--- src/rtl/sevenseg_scan_decoder.sv ---
// Seven-segment scan decoder: samples a multiplexed gfedcba display bus,
// waits for a stable one-hot digit enable, and reconstructs the hex nibble
// shown on each digit, flagging blank and illegal segment patterns.
module sevenseg_scan_decoder #(
    parameter int DIGITS        = 4,
    parameter int STABLE_CYCLES = 8,
    parameter int CNT_W         = 8
) (
    input  logic                  clk_in,
    input  logic                  reset,
    input  logic [6:0]            seg_in,
    input  logic [DIGITS-1:0]     dig_en,
    output logic [4*DIGITS-1:0]   hex_out,
    output logic [DIGITS-1:0]     digit_valid,
    output logic [DIGITS-1:0]     digit_err,
    output logic                  update,
    output logic [DIGITS-1:0]     upd_digit
);

    // Counter values: capture fires at STABLE_CYCLES, then the counter parks
    // one above so a long stable period yields exactly one capture.
    localparam logic [CNT_W-1:0] CAPTURE_CNT = CNT_W'(STABLE_CYCLES);
    localparam logic [CNT_W-1:0] SAT_CNT     = CNT_W'(STABLE_CYCLES + 1);
    localparam logic [CNT_W-1:0] ONE_CNT     = CNT_W'(1);

    logic [DIGITS-1:0]   sampleDig_q;
    logic [6:0]          sampleSeg_q;
    logic [CNT_W-1:0]    cnt_q,      cnt_d;
    logic [4*DIGITS-1:0] hex_q,      hex_d;
    logic [DIGITS-1:0]   valid_q,    valid_d;
    logic [DIGITS-1:0]   err_q,      err_d;
    logic                update_q,   update_d;
    logic [DIGITS-1:0]   updDigit_q, updDigit_d;

    logic       inOneHot;
    logic       sameAsSample;
    logic       capture;
    logic [4:0] decoded;
    logic       segBlank;
    logic [3:0] newNib;
    logic       newValid;
    logic       newErr;

    // True when exactly one digit enable bit is set.
    function automatic logic isOneHot(input logic [DIGITS-1:0] v);
        int n;
        n = 0;
        for (int i = 0; i < DIGITS; i++) begin
            if (v[i]) n++;
        end
        return (n == 1);
    endfunction

    // Returns {legal, nibble}; legal=0 for anything outside the encoding table.
    function automatic logic [4:0] decodeSeg(input logic [6:0] seg);
        logic [4:0] r;
        case (seg)
            7'b0111111: r = {1'b1, 4'h0};
            7'b0000110: r = {1'b1, 4'h1};
            7'b1011011: r = {1'b1, 4'h2};
            7'b1001111: r = {1'b1, 4'h3};
            7'b1100110: r = {1'b1, 4'h4};
            7'b1101101: r = {1'b1, 4'h5};
            7'b1111101: r = {1'b1, 4'h6};
            7'b0000111: r = {1'b1, 4'h7};
            7'b1111111: r = {1'b1, 4'h8};
            7'b1101111: r = {1'b1, 4'h9};
            7'b1110111: r = {1'b1, 4'hA};
            7'b1111100: r = {1'b1, 4'hB};
            7'b0111001: r = {1'b1, 4'hC};
            7'b1011110: r = {1'b1, 4'hD};
            7'b1111001: r = {1'b1, 4'hE};
            7'b1110001: r = {1'b1, 4'hF};
            default:    r = 5'b0;
        endcase
        return r;
    endfunction

    // Stability counting and capture decision; a capture always decodes the
    // already-sampled pair, even if the pins change on the capture edge.
    always_comb begin
        inOneHot     = isOneHot(dig_en);
        sameAsSample = (dig_en == sampleDig_q) && (seg_in == sampleSeg_q);

        if (sameAsSample && inOneHot) begin
            cnt_d = (cnt_q == SAT_CNT) ? cnt_q : cnt_q + ONE_CNT;
        end else begin
            cnt_d = inOneHot ? ONE_CNT : '0;
        end

        capture  = (cnt_q == CAPTURE_CNT);
        decoded  = decodeSeg(sampleSeg_q);
        segBlank = (sampleSeg_q == 7'b0);

        hex_d      = hex_q;
        valid_d    = valid_q;
        err_d      = err_q;
        update_d   = 1'b0;
        updDigit_d = '0;
        newNib     = 4'h0;
        newValid   = 1'b0;
        newErr     = 1'b0;

        if (capture) begin
            for (int i = 0; i < DIGITS; i++) begin
                if (sampleDig_q[i]) begin
                    newNib   = decoded[4] ? decoded[3:0] : hex_q[4*i +: 4];
                    newValid = decoded[4];
                    newErr   = !decoded[4] && !segBlank;
                    if ({newNib, newValid, newErr} !=
                        {hex_q[4*i +: 4], valid_q[i], err_q[i]}) begin
                        hex_d[4*i +: 4] = newNib;
                        valid_d[i]      = newValid;
                        err_d[i]        = newErr;
                        update_d        = 1'b1;
                        updDigit_d[i]   = 1'b1;
                    end
                end
            end
        end
    end

    // Sample register, counter and all registered outputs.
    always_ff @(posedge clk_in or posedge reset) begin
        if (reset) begin
            sampleDig_q <= '0;
            sampleSeg_q <= '0;
            cnt_q       <= '0;
            hex_q       <= '0;
            valid_q     <= '0;
            err_q       <= '0;
            update_q    <= 1'b0;
            updDigit_q  <= '0;
        end else begin
            sampleDig_q <= dig_en;
            sampleSeg_q <= seg_in;
            cnt_q       <= cnt_d;
            hex_q       <= hex_d;
            valid_q     <= valid_d;
            err_q       <= err_d;
            update_q    <= update_d;
            updDigit_q  <= updDigit_d;
        end
    end

    assign hex_out     = hex_q;
    assign digit_valid = valid_q;
    assign digit_err   = err_q;
    assign update      = update_q;
    assign upd_digit   = updDigit_q;

endmodule

--- config.mk ---
export PLATFORM = sky130hd
export DESIGN_NAME = sevenseg_scan_decoder
export DESIGN_NICKNAME = d
export VERILOG_FILES = /design/src/rtl/sevenseg_scan_decoder.sv
export SDC_FILE = /design/constraint.sdc
export NUM_CORES = 1
export LEC_CHECK = 0
export ABC_AREA = 1
export BUFFER_PORTS_ARGS = -buffer_cell sky130_fd_sc_hd__buf_2
export CAP_MARGIN = 20
export CORE_ASPECT_RATIO = 0.5
export CORE_MARGIN = 2
export CORE_UTILIZATION = 63
export DETAILED_ROUTE_END_ITERATION = 10
export PLACE_DENSITY = 0.89
export REMOVE_ABC_BUFFERS = 1
export SYNTH_ARGS = -nofsm -noshare
export SYNTH_HDL_FRONTEND = slang
export SYNTH_SLANG_ARGS = --single-unit
--- constraint.sdc ---
create_clock -name clk_in -period 3.95 [get_ports clk_in]
set_input_delay 0.9875 -clock clk_in [delete_from_list [all_inputs] [get_ports clk_in]]
set_output_delay 0.9875 -clock clk_in [all_outputs]
set_load 0.03 [all_outputs]
## Word level (Yosys, flattened, before mapping)

Index checks and enable logic that the tools add are counted.

- Output and inout port bits: 29
- Flip-flop bits (word level): 48
- Logic and storage cells: 85
- Memories: 0
- Input bits: 13
- Latch bits: 0
- Bits in writable memories: 0
- Bits in read-only memories: 0

- Shifts and indexed selects: 0
- Bitwise operators: 0
- Divide/modulo/power cells: 0
- $lt $le $gt $ge: 0
- $add $sub $neg: 4
- Reductions and logical operators: 10
- $mul: 0
- Equality and inequality tests: 26
- Multiplexer cells: 28

Operator list:

| operator | number |
|---|---|
| $add 32x2->32 const B | 3 |
| $mux 32 | 3 |
| $eq 7x7->1 const B | 12 |
| $pmux 5 s16 | 1 |
| $eq 32x2->1 const B | 1 |
| $ne 6x6->1 | 4 |
| $mux 4 | 5 |
| $mux 1 | 17 |
| $eq 8x4->1 const B | 2 |
| $mux 8 | 2 |
| $eq 7x3->1 const B | 2 |
| $eq 7x6->1 const B | 2 |
| $reduce_and 3->1 | 4 |
| $add 8x1->8 const B | 1 |
| $eq 7x7->1 | 1 |
| $logic_not 7->1 | 1 |
| $eq 4x4->1 | 1 |
| $logic_and 1x1->1 | 3 |
| $logic_not 1->1 | 2 |
| $ne 2x2->1 const B | 1 |

## Logic depth before layout (Yosys ltp)

- Depth in word-level cells: 14
- Gate-level depth with buffers: 19
- Depth with buffers taken out: 18

## Least setup slack after synthesis

No wires, ideal clock.

- Kind: input-to-reg
- Start: input port dig_en[0]
- End: register cnt_q[3]
- Path buffers: 0
- Setup slack: 1242 ps
- Cell stages on the path: 8
- Library setup time: 89 ps
- Arrival: 2619 ps
- Data required time: 3861 ps
- Path through: inv_1 ha_1 xor2_1 ha_1 or3_1 a21oi_1 nand3_1 nor3b_1

- Word-level cells in the longest chain between the ends: 10
- Elaborated cells on any way between the ends: 13
- Classes of those cells: 3 x add/sub; 3 x eq/ne; 5 x mux; 2 x reduce/logical

RTL lines:

| what | RTL line | source |
|---|---|---|
| from (decl) | 12 | `input logic [DIGITS-1:0] dig_en,` |
| $mux 1 | 49 | `if (v[i]) n++;` |
| $add 32x2->32 | 49 |  |
| $mux 32 | 49 |  |
| $add 32x2->32 | 49 |  |
| $mux 32 | 49 |  |
| $add 32x2->32 | 49 |  |
| $mux 32 | 49 |  |
| $eq 32x2->1 | 51 | `return (n == 1);` |
| $logic_and 1x1->1 * | 85 | `if (sameAsSample && inOneHot) begin` |
| $ne 2x2->1 (no source line) / $mux 8 (equally long branches) | - |  |
| to (signal assigned) | 137 | `cnt_q <= cnt_d;` |
| to (decl) | 28 | `logic [CNT_W-1:0] cnt_q, cnt_d;` |

Mark *: on every way between the ends. The rest lies on a longest branch, timed or not.
A chain may end at the register's enable or synchronous reset.

## Worst setup path in the final report

- Start: input port dig_en[0]
- End: register cnt_q[7]

The elaborated chain is that of the path after synthesis.

==> metrics.txt <==
placed cells=512; nets=469; synthesized instance count=410; Yosys reg bits=48; Synth top area share=38.1%; Iteration-0 DRC Markers=129; clock network fraction of total power=39.5%; Setup Buffers After CTS=0; Worst Setup Start Kind=input pin; Clock Pin Slew Worst Setup and Hold Paths=0.09 ns; dpl hpwl=4.96 mm; total leakage power=0.00180 uW; clock root buffer master=clkbuf_8; Worst Path Max Fanout=7; switch share=25.4%; cts bufs inserted=5; clk buf depth=2; initial antenna violation count=0; fin cells=520; slowest cell on the critical path=or3_1; Reg2Reg Depth=14; synthesized cell area=3150 sq um; GRT busiest layer=met2; PwrDens=302 nW/um^2; initial core utilization=64.8%; status=completed; grt ovf=0; WL/cell=13.1 microns; Max-cap violations=0; largest net degree at the start of global routing=49; die width=104 microns; met3 Use GR=4.84%; RSZ-0062 raised after global routing=false; crit-path most repeated cell=ha_1; CP Capture Type=register; yosys warns=0; Hold Vio Cnt, Final=0; critical path type=in2reg; Area Overhead vs Synth=11.2%; vias=2760; internal power=790 uW; Core ar.=4860 sq um; Std-Cell Rows=18; die area=5620 sq um; Max Slew Vio Count=0; hold crit path type=reg2reg; met2 usage=44.0%; Synth cell types=34; Final Wtd Congestion=0.928; final WL=6.79 mm; CTS tree=built; met1 usage=32.8%; post-route ant nets=0; I/O Buffers=41; relative slew slack=69.1%; die height=54.0 microns; Synth area leaders=dfrtp_1 (38%), nand2_1 (11%), nand3_1 (5.2%); crit path DAT=3.05 ns; diode count=0; first-pass GRT wire length=10.9 mm; critical-path cell list=buf_2 > inv_1 > ha_1 > xor2_1 > ha_1 > or3_1 > a21oi_1 > nand3_1 > nor3b_1; layout cell share with drive strength beyond 1=23.8%; WHS Path Cells=2; reg2reg setup slack=1.20 ns; vias in the first global route=2396; CTS Sinks=48; combinational share of power=12.2%; via/cell ratio=5.31; syn avg cell area=7.69 sq um; endpoints failing setup=0; setup tns final=0 ns; All-Layer GR Usage=25.0%; # IOs=42; Tightest Pin Transition=0.460 ns; post-CTS sizing=0; DRC viols=0; Critical Path RT=4.17 ns; H-Tree Depth=2; Max VDD drop=218 uV; switching pwr=269 uW; Clock Latency Late Sink=0.31 ns; Yosys top cell by area=dfrtp_1; drt first pass iters=4; clock skew=0.00854 ns; Tcrit/Tclk final=71.7%; hold buffers post-CTS=0; minimum clock period=2.83 ns; Crit path largest cell delay=0.36 ns; sequential group share of total power=48.3%; post-synthesis sequential area ratio=38.1%; f_max=0.353 GHz
-- final timing paths --
check | startpoint | endpoint
min | digit_valid[2] | digit_valid[2]
max in group asynchronous | reset | hex_out[8]
min in group asynchronous | reset | upd_digit[2]
max reg2reg | sampleSeg_q[3] | hex_out[15]
min reg2reg | digit_valid[2] | digit_valid[2]
max | dig_en[0] | cnt_q[7]
-- layout by cell type, fill, tap and decap left out, drive strengths merged --
cell type,netlist,layout
nand2,112,112
a21oi,8,8
clkbuf,1,5
xnor2,6,6
nor3,3,3
nand3b,6,6
nand3,39,39
o21a,2,2
inv,50,50
buf,8,42
nor2,50,50
or3,1,1
dfrtp,48,48
nor4,3,3
bufinv,0,2
xor2,10,10
ha,6,6
nor3b,2,2
a211oi,1,1
o21ai,48,48
nand4,6,6
-- per-layer routing --
| metal | wire length (microns) | vias up |
|---|---|---|
| met2 | 3120 | 90 |
| met1 | 3140 | 1258 |
| met4 | 104 | 0 |
| met3 | 431 | 12 |
| met5 | 0 | - |
| li1 | - | 1400 |
-- critical path: cells and delay by family --
family	cells	cell delay, ns
compound gates	1	0.17
xor+xnor	1	0.25
fa+ha+maj	2	0.60
buf+inv	2	0.19
simple gates	3	0.85
-- state kept, by name, indices dropped and copies added (netlist names) --
register,count
update,1
digit_err,4
digit_valid,4
hex_out,16
sampleSeg_q,7
cnt_q,8
upd_digit,4
sampleDig_q,4
-- power groups by stage --
stage / Clock (uW) / Combinational [uW] / Sequential [uW]
after floorplan: 0 / 92.5 / 518
after global placement: 0 / 120 / 520
after detailed placement: 0 / 124 / 521
after CTS: 421 / 126 / 511
after global routing: 443 / 145 / 513
final: 419 / 129 / 512
-- cell usage after synthesis, drive strengths merged --
library cell,number
nor4,3
a21oi,8
o21ai,48
nand2,112
xor2,10
o21a,2
nand3,39
buf,8
xnor2,6
clkbuf,1
dfrtp,48
nand4,6
a211oi,1
ha,6
nor3,3
nand3b,6
or3,1
nor2,50
nor3b,2
inv,50
-- area by class of cell --
type | count | area [sq um]
flip-flops and latches | 48 | 1200
fillers | 412 | 1360
multi-input cells | 303 | 1680
clock inverters | 2 | 60.1
repair buffers | 42 | 225
clock buffers | 5 | 68.8
well taps | 70 | 87.6
inverters | 50 | 188
-- per-stage QoR --
step	cell area (sq um)	hold slack, ns	total power [uW]	setup WS, ns	utilization [%]
finish	3510	0.542	1060	1.12	72.1
global route	3510	0.576	1100	0.895	72.1
CTS	3490	0.543	1060	1.11	71.7
detailed placement	3360	0.523	645	0.770	69.1
global placement	3360	0.516	641	0.921	69.1
floorplan	3070	0.493	611	1.24	-
-- cells by family (layout without fill, tap and decap cells) --
group                    count (synthesis)  after routing  share of synthesized area [%]
AND/OR/NAND/NOR                        222            222                           35.6
AO/OA/AOI/OAI                           59             59                           10.8
buffers and inverters                   59             99                           8.73
flip-flops                              48             48                           38.1
XOR/XNOR                                16             16                           4.44
adder cells (fa/ha/maj)                  6              6                           2.38
No activity file was read; power rests on OpenSTA's default activity.
